**config.mk**
```make
export PLATFORM = sky130hd
export DESIGN_NAME = float_div
export DESIGN_NICKNAME = d
export VERILOG_FILES = /design/src/rtl/float_div.sv
export SDC_FILE = /design/constraint.sdc
export NUM_CORES = 1
export LEC_CHECK = 0
export BUFFER_PORTS_ARGS = -buffer_cell sky130_fd_sc_hd__buf_4
export CORE_AREA = 4 4 134 136
export DETAILED_ROUTE_END_ITERATION = 8
export DIE_AREA = 0 0 138 140
export PLACE_DENSITY = 0.84
export SETUP_SLACK_MARGIN = 0.15
export SKIP_CTS_REPAIR_TIMING = 1
export SYNTH_ARGS = -nofsm -noshare
export SYNTH_HDL_FRONTEND = slang
export SYNTH_SLANG_ARGS = --single-unit
```
**constraint.sdc**
```tcl
create_clock -name clk -period 8.45 [get_ports clk]
set_input_delay 0.4225 -clock clk [delete_from_list [all_inputs] [get_ports clk]]
set_output_delay 0.4225 -clock clk [all_outputs]
set_load 0.01 [all_outputs]
```
**src/rtl/float_div.sv**
```systemverilog
// float_div: multicycle IEEE-754 single-precision divider, oz = ix / iy.
// Restoring bit-serial divide over 24-bit significands; denormals flush to zero, result truncates.
module float_div (
    input  logic        clk,
    input  logic        rst,
    input  logic        start,
    input  logic [31:0] ix,
    input  logic [31:0] iy,
    output logic [31:0] oz,
    output logic        Yichu,
    output logic        busy,
    output logic        done
);

    localparam logic [4:0]  LastIter = 5'd24;
    localparam logic [31:0] NanVal   = 32'hFFFF_FFFF;

    typedef enum logic [1:0] {StIdle, StUnpack, StDiv, StNorm} state_e;

    state_e state_q, state_d;

    logic [31:0]       x_q, x_d;
    logic [31:0]       y_q, y_d;
    logic signed [9:0] exp_q, exp_d;
    logic [23:0]       mb_q, mb_d;
    logic [24:0]       rem_q, rem_d;
    logic [24:0]       quo_q, quo_d;
    logic [4:0]        cnt_q, cnt_d;
    logic [31:0]       oz_q, oz_d;
    logic              yichu_q, yichu_d;
    logic              busy_q, busy_d;
    logic              done_q, done_d;

    // Operand fields of the captured request.
    logic        sign;
    logic [7:0]  ex, ey;
    logic [22:0] mx, my;
    logic        x_zero, y_zero, x_inf, y_inf, x_nan, y_nan;

    assign sign   = x_q[31] ^ y_q[31];
    assign ex     = x_q[30:23];
    assign ey     = y_q[30:23];
    assign mx     = x_q[22:0];
    assign my     = y_q[22:0];
    assign x_zero = (ex == 8'h00);
    assign y_zero = (ey == 8'h00);
    assign x_inf  = (ex == 8'hFF) && (mx == 23'h0);
    assign y_inf  = (ey == 8'hFF) && (my == 23'h0);
    assign x_nan  = (ex == 8'hFF) && (mx != 23'h0);
    assign y_nan  = (ey == 8'hFF) && (my != 23'h0);

    // Special operands, resolved in priority order.
    logic        special;
    logic [31:0] special_oz;
    logic        special_yichu;

    always_comb begin
        special       = 1'b1;
        special_oz    = NanVal;
        special_yichu = 1'b0;
        if (x_nan || y_nan) begin
            special_oz = NanVal;
        end else if ((x_inf && y_inf) || (x_zero && y_zero)) begin
            special_oz = NanVal;
        end else if (x_inf) begin
            special_oz = {sign, 8'hFF, 23'h0};
        end else if (y_zero) begin
            special_oz    = {sign, 8'hFF, 23'h0};
            special_yichu = 1'b1;
        end else if (x_zero || y_inf) begin
            special_oz = {sign, 31'h0};
        end else begin
            special = 1'b0;
        end
    end

    logic signed [9:0] exp_raw;
    assign exp_raw = $signed({2'b00, ex}) - $signed({2'b00, ey}) + 10'sd127;

    // One restoring step: the remainder after subtraction is always below mb.
    logic        rem_ge;
    logic [24:0] rem_sub;
    assign rem_ge  = (rem_q >= {1'b0, mb_q});
    assign rem_sub = rem_ge ? (rem_q - {1'b0, mb_q}) : rem_q;

    logic signed [9:0] exp_norm;
    logic [22:0]       mant_norm;
    assign exp_norm  = quo_q[24] ? exp_q : (exp_q - 10'sd1);
    assign mant_norm = quo_q[24] ? quo_q[23:1] : quo_q[22:0];

    // State register
    always_ff @(posedge clk or negedge rst) begin
        if (!rst) begin
            state_q <= StIdle;
        end else begin
            state_q <= state_d;
        end
    end

    // Next-state logic
    always_comb begin
        state_d = state_q;
        unique case (state_q)
            StIdle: begin
                if (start) state_d = StUnpack;
            end
            StUnpack: begin
                state_d = special ? StIdle : StDiv;
            end
            StDiv: begin
                if (cnt_q == LastIter) state_d = StNorm;
            end
            StNorm: begin
                state_d = StIdle;
            end
            default: state_d = StIdle;
        endcase
    end

    // Output and datapath next-state logic
    always_comb begin
        x_d     = x_q;
        y_d     = y_q;
        exp_d   = exp_q;
        mb_d    = mb_q;
        rem_d   = rem_q;
        quo_d   = quo_q;
        cnt_d   = cnt_q;
        oz_d    = oz_q;
        yichu_d = yichu_q;
        busy_d  = busy_q;
        done_d  = 1'b0;
        unique case (state_q)
            StIdle: begin
                if (start) begin
                    x_d    = ix;
                    y_d    = iy;
                    busy_d = 1'b1;
                end
            end
            StUnpack: begin
                if (special) begin
                    oz_d    = special_oz;
                    yichu_d = special_yichu;
                    done_d  = 1'b1;
                    busy_d  = 1'b0;
                end else begin
                    exp_d = exp_raw;
                    mb_d  = {1'b1, my};
                    rem_d = {2'b01, mx};
                    quo_d = 25'h0;
                    cnt_d = 5'd0;
                end
            end
            StDiv: begin
                rem_d = rem_sub << 1;
                quo_d = {quo_q[23:0], rem_ge};
                cnt_d = (cnt_q == LastIter) ? 5'd0 : (cnt_q + 5'd1);
            end
            StNorm: begin
                done_d = 1'b1;
                busy_d = 1'b0;
                if (exp_norm >= 10'sd255) begin
                    oz_d    = {sign, 8'hFF, 23'h0};
                    yichu_d = 1'b1;
                end else if (exp_norm <= 10'sd0) begin
                    oz_d    = {sign, 31'h0};
                    yichu_d = 1'b0;
                end else begin
                    oz_d    = {sign, exp_norm[7:0], mant_norm};
                    yichu_d = 1'b0;
                end
            end
            default: ;
        endcase
    end

    always_ff @(posedge clk or negedge rst) begin
        if (!rst) begin
            x_q     <= 32'h0;
            y_q     <= 32'h0;
            exp_q   <= 10'sd0;
            mb_q    <= 24'h0;
            rem_q   <= 25'h0;
            quo_q   <= 25'h0;
            cnt_q   <= 5'd0;
            oz_q    <= 32'h0;
            yichu_q <= 1'b0;
            busy_q  <= 1'b0;
            done_q  <= 1'b0;
        end else begin
            x_q     <= x_d;
            y_q     <= y_d;
            exp_q   <= exp_d;
            mb_q    <= mb_d;
            rem_q   <= rem_d;
            quo_q   <= quo_d;
            cnt_q   <= cnt_d;
            oz_q    <= oz_d;
            yichu_q <= yichu_d;
            busy_q  <= busy_d;
            done_q  <= done_d;
        end
    end

    assign oz    = oz_q;
    assign Yichu = yichu_q;
    assign busy  = busy_q;
    assign done  = done_q;

endmodule

```
==> flow_summary.rst <==
.. list-table::
   :header-rows: 1

   * - Metric
     - Value
   * - Number of warning messages in the yosys log
     - 0
   * - Number of top-level pins
     - about 100
   * - Startpoint-to-endpoint class of the critical path
     - reg -> reg
   * - Synth area leader
     - dfrtp_1
   * - Leak
     - ~5.1 nW
   * - Slowest stage delay, CP
     - around 920 ps
   * - Highest fanout seen on the critical path
     - 23
   * - Final weighted congestion in routability-driven placement
     - 0.936
   * - Most common cell type on the critical path
     - or4_1
   * - Relative area change from synthesis to final layout
     - 14.9%
   * - DPL Wire Length
     - between 15,000 and 20,000 um
   * - Type of element launching the critical path
     - flip-flop
   * - # setup viols final
     - 0
   * - Area of the die
     - between 15,000 and 20,000 um2
   * - Synth async-reset ratio
     - 100%
   * - Setup slack after layout
     - 4570 ps
   * - First-pass DRT Iterations
     - 6
   * - Setup slack at placement
     - approximately 4600 ps
   * - Fraction of layout instances using a drive strength above 1
     - between 10% and 20%
   * - Leading cell types by count after synthesis
     - nand2_1, dfrtp_1, o21ai_0, mux2_2, nor2_1
   * - Unique masters post-synth
     - 63
   * - Achievable frequency
     - 258 MHz
   * - Core region area
     - 16,900 um2
   * - Number of antenna violations at the first check in global routing
     - 0
   * - Floorplan die height
     - about 140 um
   * - Register-to-register setup slack
     - approximately 4600 ps
   * - Slew Limit Fails
     - 0
   * - Most common cell in the synthesized netlist
     - nand2_1
   * - Die Wd
     - roughly 140 um
   * - Critical-path top delay cell
     - or2_1
   * - Slew Limit Headroom
     - about 23%
   * - Setup repair after global routing missed its margin
     - false
   * - Worst-case clock skew
     - 10.8 ps
   * - Sum Neg Setup Slack
     - 0 ps
   * - Post-route DRC
     - 0
   * - Family with the most delay on the worst path
     - simple AND/OR/NAND/NOR gates
   * - Number of antenna cells inserted
     - 0
   * - Data required time of the critical path
     - 8800 ps
   * - Predominant post-synthesis flop cell
     - dfrtp_1
   * - Outcome
     - complete, no violations
   * - Portion of synthesized cell area occupied by the leading cell type
     - a little under half
   * - Via count
     - 7,981
   * - CP Data Arrival Time
     - around 4200 ps
   * - Deepest level of the CTS H-tree
     - 4
   * - Clock latency on the worst-skew pair
     - 430 ps
   * - Wire length after detailed routing
     - roughly 23,000 um
   * - Iteration-0 DRC Markers
     - 597
   * - Max Cap Violations
     - 0
   * - Post-CTS clock slew at the launch and capture registers of the worst setup and hold paths
     - 70 ps
   * - Endpoints failing hold
     - 0
   * - Total clock sinks
     - 190
   * - Vias per Instance
     - 5.86
   * - Final period demand of the worst path
     - slightly below 4000 ps
   * - Number of buffers and inverters on the critical path
     - 0
   * - First-pass GRT wire length
     - around 39,000 um
   * - Total power per unit cell area
     - 460 nW/um2
   * - Synthesized Nets
     - around 1,200
   * - Synth top area cells
     - dfrtp_1, nand2_1, mux2_2
   * - Remaining number of nets flagged by the antenna check after routing
     - 0
   * - Initial core utilization
     - 59.4%
   * - Peak VDD IR
     - between 0.2 and 0.25 mV
   * - NumNets Final
     - 1,228
   * - Worst-case clock buffer depth
     - 2
   * - Number of buffers added by the clock tree synthesis step
     - 17
   * - R2R depth
     - 9
   * - Endpoint kind of the worst setup timing path
     - flip-flop
   * - Actual transition at the worst max-transition pin
     - approximately 1200 ps
   * - FP Rows
     - 48
   * - Gate Count Post-Synth
     - roughly 1,100
   * - Via count of the first global-routing pass
     - 7,859
   * - CTS tree
     - built
   * - Number of enable flip-flop cells after synthesis
     - 0
   * - Worst reg2reg startpoint
     - rem_q[18]$_DFFE_PN0P_
   * - Fillcell total
     - roughly 1,300
   * - Mean cell area of the mapped netlist
     - about 9.6 um2
   * - Cell area after synthesis
     - ~10,000 um2
   * - Input/output buffers
     - 101
   * - Routed len/inst
     - around 17 um
   * - Type of the worst min-delay path
     - in -> async
   * - Pin count of the biggest net entering global routing
     - 115
   * - Register bit total from synthesis
     - 190
   * - Combined global-route utilization of all metal layers
     - between 20% and 30%
   * - Clock Tree Root
     - clkbuf_16
   * - Capturing point of the worst reg2reg path
     - rem_q[11]$_DFFE_PN0P_
   * - Sequential share of the synthesized area
     - a little under half
   * - Final clock period utilization by the worst path
     - 45.9%
   * - Cells traversed along the worst timing path
     - ha_1 -> nand3_2 -> or4_1 -> or4_1 -> and3_4 -> a21oi_4 -> or2_1 -> o21ai_0 -> o21ai_1
   * - Remaining global-route overflow
     - 0
## layer usage
metal	share of wire (%)	vias up	wire length, um	track usage [%]
met2	51	244	11900	42.5
met1	41	3876	9600	31.3
met4	2.3	0	536	8.01
met3	5.0	39	1150	4.20
met5	0	-	0	0
li1	-	3822	-	-
## cells in the final DEF, fill, tap and decap left out, types with 11 or more instances in the layout
master | Yosys | layout
xnor2_1 | 25 | 25
nor4_1 | 14 | 14
o22ai_1 | 11 | 11
a211oi_1 | 16 | 16
a21o_1 | 13 | 13
ha_1 | 36 | 36
o21ai_1 | 12 | 12
nor2_1 | 54 | 53
o21ai_0 | 95 | 95
nor3_1 | 16 | 16
a21oi_1 | 35 | 35
mux2_2 | 57 | 57
nand3_1 | 11 | 11
inv_1 | 47 | 47
nand4_1 | 11 | 11
mux2i_1 | 36 | 36
nand2_1 | 193 | 193
buf_4 | 2 | 107
clkbuf_16 | 0 | 17
dfrtp_1 | 190 | 190
xor2_1 | 12 | 12
## registers in the layout, indices dropped and copies added, names as in the netlist, named ones only
signal and cells:
oz 32, x_q 32, y_q 32, quo_q 25
rem_q 25, mb_q 24, exp_q 10, cnt_q 5
Yichu 1, busy 1, done 1, state_q 1
## metrics by stage
step                power, mW  utilization (%)  cells  hold WS (ps)  cell area, um2
finish                   5.32             68.2   1361           103           11600
global route             5.75             68.2   1361           174           11600
CTS                      5.31             68.2   1361           138           11600
detailed placement       4.43             64.5   1329           449           10900
global placement         4.33             64.5   1329           435           10900
floorplan                3.76                -   1051           127           10100
## power by group
group | switching, mW | internal [mW] | total [mW]
sequential | 0.358 | 1.34 | 1.70
clock | 0.372 | 0.477 | 0.848
combinational | 1.55 | 1.22 | 2.77
total | 2.28 | 3.04 | 5.32
## final cells by class
| cell class | count | area [um2] | area share [%] |
|---|---|---|---|
| Timing Repair Buffer | 108 | 817 | 7.07 |
| Tap cell | 225 | 282 | 2.44 |
| Sequential cell | 190 | 4750 | 41.1 |
| Multi-Input combinational cell | 758 | 4890 | 42.3 |
| Inverter | 48 | 180 | 1.56 |
| Clock buffer | 17 | 425 | 3.68 |
| Clock inverter | 15 | 205 | 1.78 |
## worst max-delay path by stage
stage | from | end | slack, ps | cells after the start
finish | rem_q[18]$_DFFE_PN0P_ | rem_q[11]$_DFFE_PN0P_ | 4570 | 9
CTS | rem_q[18]$_DFFE_PN0P_ | rem_q[11]$_DFFE_PN0P_ | 4600 | 9
floorplan | rem_q[18]$_DFFE_PN0P_ | rem_q[10]$_DFFE_PN0P_ | 5520 | 11
global placement | rem_q[18]$_DFFE_PN0P_ | rem_q[6]$_DFFE_PN0P_ | 4750 | 9
detailed placement | rem_q[18]$_DFFE_PN0P_ | rem_q[5]$_DFFE_PN0P_ | 4640 | 9
global route | rem_q[13]$_DFFE_PN0P_ | rem_q[11]$_DFFE_PN0P_ | 4390 | 9
## kinds of logic (layout without fill, tap and decap cells)
family                   after synthesis  after routing  share of synthesized area [%]
buffers and inverters                103            188                           4.27
AO/OA/AOI/OAI                        239            239                           14.6
AND/OR/NAND/NOR                      351            351                           15.8
XOR/XNOR                              37             37                           3.22
flip-flops                           190            190                           47.3
adder cells (fa/ha/maj)               38             38                           4.88
multiplexers                          93             93                           9.96
Power figures use the tool's default switching activity.
